**src/rtl/mips_pkg.sv**
```systemverilog
// Shared MIPS definitions: instruction fields, noop encoding, fetch-stage actions.
package mips_pkg;

    localparam logic [5:0]  OPCODE_NOOP = 6'b111111;
    localparam logic [31:0] NOP_WORD    = {OPCODE_NOOP, 26'b0};

    // Instruction field slices
    localparam int OP_HI      = 31;
    localparam int OP_LO      = 26;
    localparam int J_INDEX_HI = 25;
    localparam int J_INDEX_LO = 0;

    localparam int unsigned WORD_BYTES = 4;

    // What the fetch stage does with PC and IF/ID on the coming edge
    typedef enum logic [2:0] {
        ACT_BRANCH,   // redirect to branch target, bubble IF/ID
        ACT_JUMP,     // redirect to J-format target, bubble IF/ID
        ACT_FLUSH,    // bubble IF/ID, pc advances unless stalled
        ACT_HOLD,     // stall: pc and IF/ID hold
        ACT_SEQ       // normal fetch
    } fetch_act_e;

endpackage

```
**src/rtl/pc_next_sel.sv**
```systemverilog
// Next-PC mux: redirect/flush/stall/increment priority and target alignment.
module pc_next_sel
    import mips_pkg::*;
#(
    parameter int unsigned PC_STEP = WORD_BYTES
) (
    input  logic [31:0] pc,
    input  logic        stall,
    input  logic        flush,
    input  logic        branch_taken,
    input  logic [31:0] branch_target,
    input  logic        jump,
    input  logic [25:0] jump_index,
    input  logic [3:0]  pc4_hi,
    output logic [31:0] pc_inc,
    output logic [31:0] pc_next,
    output fetch_act_e  act,
    output logic        misalign_set
);

    assign pc_inc = pc + 32'(PC_STEP);

    // Branch is older than jump, so it wins; redirects ignore stall since
    // the squashed slot must not be held.
    always_comb begin
        act          = ACT_SEQ;
        pc_next      = pc_inc;
        misalign_set = 1'b0;
        if (branch_taken) begin
            act          = ACT_BRANCH;
            pc_next      = {branch_target[31:2], 2'b00};
            misalign_set = (branch_target[1:0] != 2'b00);
        end else if (jump) begin
            act     = ACT_JUMP;
            pc_next = {pc4_hi, jump_index, 2'b00};
        end else if (flush) begin
            act     = ACT_FLUSH;
            pc_next = stall ? pc : pc_inc;
        end else if (stall) begin
            act     = ACT_HOLD;
            pc_next = pc;
        end
    end

endmodule

```
**src/rtl/fetch_stage.sv**
```systemverilog
// MIPS instruction fetch: PC register, IF/ID pipeline register, fetch counter.
module fetch_stage #(
    parameter logic [31:0] RESET_PC = 32'h00000000,
    parameter logic [31:0] NOP_WORD = mips_pkg::NOP_WORD,
    parameter int unsigned PC_STEP  = mips_pkg::WORD_BYTES
) (
    input  logic        clk,
    input  logic        reset,
    input  logic        stall,
    input  logic        flush,
    input  logic        branch_taken,
    input  logic [31:0] branch_target,
    input  logic        jump,
    input  logic [25:0] jump_index,
    output logic [31:0] imem_addr,
    input  logic [31:0] imem_data,
    output logic [31:0] if_id_instr,
    output logic [31:0] if_id_pc4,
    output logic        if_id_valid,
    output logic        misalign,
    output logic [31:0] fetch_count
);
    import mips_pkg::*;

    logic [31:0] pc;
    logic [31:0] pc_inc;
    logic [31:0] pc_next;
    fetch_act_e  act;
    logic        misalign_set;

    // Memory is combinational: address straight from the PC register
    assign imem_addr = pc;

    pc_next_sel #(
        .PC_STEP(PC_STEP)
    ) u_sel (
        .pc           (pc),
        .stall        (stall),
        .flush        (flush),
        .branch_taken (branch_taken),
        .branch_target(branch_target),
        .jump         (jump),
        .jump_index   (jump_index),
        .pc4_hi       (if_id_pc4[31:28]),
        .pc_inc       (pc_inc),
        .pc_next      (pc_next),
        .act          (act),
        .misalign_set (misalign_set)
    );

    // PC, IF/ID and counters; redirect/flush bubbles keep if_id_pc4 as-is
    always_ff @(posedge clk or posedge reset) begin
        if (reset) begin
            pc          <= RESET_PC;
            if_id_instr <= NOP_WORD;
            if_id_pc4   <= 32'h0;
            if_id_valid <= 1'b0;
            misalign    <= 1'b0;
            fetch_count <= 32'h0;
        end else begin
            pc <= pc_next;
            case (act)
                ACT_SEQ: begin
                    if_id_instr <= imem_data;
                    if_id_pc4   <= pc_inc;
                    if_id_valid <= 1'b1;
                    fetch_count <= fetch_count + 32'h1;
                end
                ACT_HOLD: ;
                default: begin
                    if_id_instr <= NOP_WORD;
                    if_id_valid <= 1'b0;
                end
            endcase
            if (misalign_set)
                misalign <= 1'b1;
        end
    end

endmodule

```
**config.mk**
```make
export PLATFORM = sky130hd
export DESIGN_NAME = fetch_stage
export DESIGN_NICKNAME = d
export VERILOG_FILES = /design/src/rtl/mips_pkg.sv /design/src/rtl/pc_next_sel.sv /design/src/rtl/fetch_stage.sv
export SDC_FILE = /design/constraint.sdc
export NUM_CORES = 1
export LEC_CHECK = 0
export ABC_AREA = 1
export CAP_MARGIN = 20
export CORE_UTILIZATION = 46
export DETAILED_ROUTE_END_ITERATION = 16
export GPL_TIMING_DRIVEN = 0
export PLACE_DENSITY_LB_ADDON = 0.08
export SLEW_MARGIN = 0
export SYNTH_ARGS = -nofsm -noshare
export SYNTH_HDL_FRONTEND = slang
export SYNTH_SLANG_ARGS = --single-unit
```
**constraint.sdc**
```tcl
create_clock -name clk -period 5.45 [get_ports clk]
set_input_delay 1.09 -clock clk [delete_from_list [all_inputs] [get_ports clk]]
set_output_delay 1.09 -clock clk [all_outputs]
set_load 0.005 [all_outputs]
```
==> flow_summary.yaml <==
critical_path:
  crit_path_max_incr_delay_ns: 0.52
  cp.required_ns: 5.77
  cp.arrival_ns: 2.97
  crit_path_end_kind: "register"
  cp_max_fo: 10
  crit_type: "in -> reg"
  worstPathCellList: "clkdlybuf4s50_1 -> nor2_1 -> nand3b_1 -> buf_4 -> inv_2 -> buf_2 -> nand3_1 -> o21a_1"
  crit_slowest_cell: "clkdlybuf4s50_1"
  critPathLaunchType: "input port"
synthesis:
  ys_ff_latch: 126
  postSynthAreaPerCell_um2: 8.01
  synth.distinct_cells: 35
  synth-simple-area-share_pct: 26.3
  synthXorXnorAreaFrac_pct: 4.56
  syn_inst: 816
  syn_area_mm2: 0.00653
  synth_compound_area_share_pct: 13.5
  seq_area_frac_synth_pct: 48.4
  yosys_warnings: 0
  synthMuxAreaShare_pct: 0
  synth_top_family_by_area: "simple AND/OR/NAND/NOR gates"
  synthAdderAreaFrac_pct: 0.383
timing:
  period_minus_slack_ns: 2.65
  finalHoldViolCount: 0
  hold_ws_ns: 0.470
  setup_tns_ns: 0
  setup_slack_ns: 2.80
  rsz0062_at_grt: "no"
  setup_viol: 0
  final.period_utilization_pct: 48.7
  fin_skew_ns: 0.00853
  worstMarginPinSlew_ns: 0.687
  max-slew-margin-rel_pct: 54.2
  slew_viol_final: 0
  max_freq_mhz: 377
pwr:
  p_leak_nw: 4.36
  pwr-share-seq_pct: 38.1
  switching_share_pct: 26.0
  pwr-share-clk_pct: 42.9
  power_switching_uw: 766
  internal_power_mw: 2.18
  p_per_area_mw_per_mm2: 304
  power_mw: 2.94
  combinationalPowerShare_pct: 19.0
  ir_drop_mv: 0.231
hold_path:
  hp-class: "reg -> reg"
outcome:
  status: "complete, no violations"
cts:
  htreeDepth: 4
  numCtsBuffers: 17
  cts.path.max_buffers: 2
  cts-root-buf: "clkbuf_16"
  cts_hold_buf: 0
  cts.clk_slew.worst_paths_ns: 0.06
  cts_resized: 0
  cts_tree: "done"
  cts.sinks: 126
  clk_latency_ns: 0.42
  post_cts_buffers: 0
global_route:
  grt_max_degree: 89
  grt-ovfl-total: 0
  track_usage_pct: 28.7
  grt_pass1_wl_um: 32200
  first_global_vias: 6164
  antenna_found_initial: 0
finish:
  layout_common_cells: "221 x clkdlybuf4s50_1, 193 x nand2_1, 120 x dfrtp_1"
  final_common_cell: "clkdlybuf4s50_1"
  fin_util_pct: 69.7
  n_antenna_cell: 0
  fillers: 1125
  areaGrowthSynthToFinish_pct: 48.0
  nets: 1158
  drive_above_1_share_pct: 7.18
flow_run:
  cap_violations: 0
detailed_routing:
  routedWlPerCell_um: 16.3
  first_pass_iters: 5
  drtIter0Drc: 413
  wl_met3_um: 1450
  wl_met2_um: 9480
  wirelength_um: 20400
  num_vias: 6480
  top_layer: "met4"
  postRouteAntennaNets: 0
  drc: 0
  vias_per_cell: 5.17
  met1_length_um: 9060
placed_design:
  place_ws_ns: 2.38
  dp_hpwl_um: 14700
  gp_congestion: 0.887
  port_buffers: 221
floorplan:
  die_area_mm2: 0.0147
  rows: 43
  pin_count: 226
  die_x_um: 121
  die_h_um: 121
  start_util_pct: 47.1
  core-area_mm2: 0.0139
-- critical path: cells and delay by family --
family	cells	cell delay (ns)
simple gates	3	0.57
compound gates	1	0.14
buf+inv	4	1.16
-- state kept, by name, indices dropped and copies added, names as in the netlist --
signal	cells
misalign	1
imem_addr	30
if_id_valid	1
if_id_instr	32
if_id_pc4	30
fetch_count	32
-- stage by stage --
| step | instance area (um2) | instances |
|---|---|---|
| floorplan | 6550 | 819 |
| CTS | 9670 | 1253 |
| global placement | 8980 | 1220 |
| detailed placement | 9010 | 1221 |
| global route | 9670 | 1253 |
| finish | 9670 | 1253 |
-- cell families (layout without fill, tap and decap cells) --
| family | after synthesis | count (layout) |
|---|---|---|
| buffers and inverters | 109 | 363 |
| adder cells (fa/ha/maj) | 2 | 2 |
| AND/OR/NAND/NOR | 405 | 405 |
| AO/OA/AOI/OAI | 139 | 139 |
| other | 1 | 4 |
| flip-flops | 126 | 126 |
| XOR/XNOR | 34 | 34 |
-- final cells by class --
class | count | area, um2 | area share, %
sequential | 126 | 3160 | 32.7
multi-input combinational | 584 | 2940 | 30.4
timing repair buffer | 222 | 2240 | 23.2
clock buffer | 19 | 443 | 4.58
inverter | 74 | 283 | 2.92
tap | 180 | 225 | 2.33
clock inverter | 13 | 214 | 2.21
buffer | 35 | 169 | 1.75
-- path summary, 6_finish.rpt --
path / startpoint / endpoint / slack [ns] / depth (start not counted)
max: jump / if_id_pc4[20]$_DFFE_PP0P_ / 2.80 / 8
min: misalign$_DFFE_PP0P_ / misalign$_DFFE_PP0P_ / 0.47 / 1
max reg2reg: imem_addr[2]$_DFFE_PP0P_ / imem_addr[28]$_DFFE_PP0P_ / 3.57 / 10
min reg2reg: misalign$_DFFE_PP0P_ / misalign$_DFFE_PP0P_ / 0.47 / 1
max in group asynchronous: reset / if_id_instr[29]$_DFFE_PP1P_ / 3.63 / 3
min in group asynchronous: reset / if_id_instr[21]$_DFFE_PP0P_ / 1.05 / 2
-- layer usage --
metal	global-route usage, %	up-vias
met5	0	-
met4	9.41	0
met3	6.06	29
met2	46.2	271
met1	38.4	3036
li1	-	3144
-- power by group through the flow --
stage	logic [mW]	registers [mW]	clock network (mW)
finish	0.558	1.12	1.26
global route	0.607	1.14	1.32
CTS	0.560	1.12	1.27
detailed placement	0.554	1.13	0
global placement	0.547	1.13	0
floorplan	0.211	1.13	0
-- synthesized netlist by cell type --
| cell type | count | area (um2) |
|---|---|---|
| nor2_1 | 117 | 439 |
| buf_1 | 3 | 11.3 |
| a21oi_1 | 49 | 245 |
| a22o_1 | 26 | 228 |
| or2_2 | 1 | 6.26 |
| o21bai_1 | 1 | 7.51 |
| dfrtp_1 | 120 | 3000 |
| a22oi_1 | 10 | 75.1 |
| ha_1 | 2 | 25.0 |
| nand3_1 | 64 | 320 |
| nand4_1 | 8 | 50.1 |
| nor3_1 | 3 | 15.0 |
| xor2_1 | 24 | 210 |
| o22ai_1 | 8 | 50.1 |
| clkbuf_1 | 12 | 45.0 |
| dfstp_2 | 6 | 158 |
| inv_1 | 73 | 274 |
| a211oi_1 | 1 | 7.51 |
| and2_1 | 1 | 6.26 |
| nand2_1 | 193 | 724 |
| o22a_1 | 1 | 8.76 |
| buf_4 | 5 | 37.5 |
| buf_2 | 15 | 75.1 |
| o211ai_1 | 1 | 7.51 |
| o21a_1 | 18 | 135 |
| inv_2 | 1 | 3.75 |
| nand3b_1 | 2 | 15.0 |
| o21ai_0 | 24 | 120 |
| nor3_4 | 1 | 16.3 |
| conb_1 | 1 | 3.75 |
| xnor2_1 | 10 | 87.6 |
| nor2_4 | 5 | 56.3 |
| nand3_2 | 1 | 10.0 |
| nor2_2 | 7 | 43.8 |
| nand2_2 | 2 | 12.5 |
No activity file was read; power rests on OpenSTA's default activity.
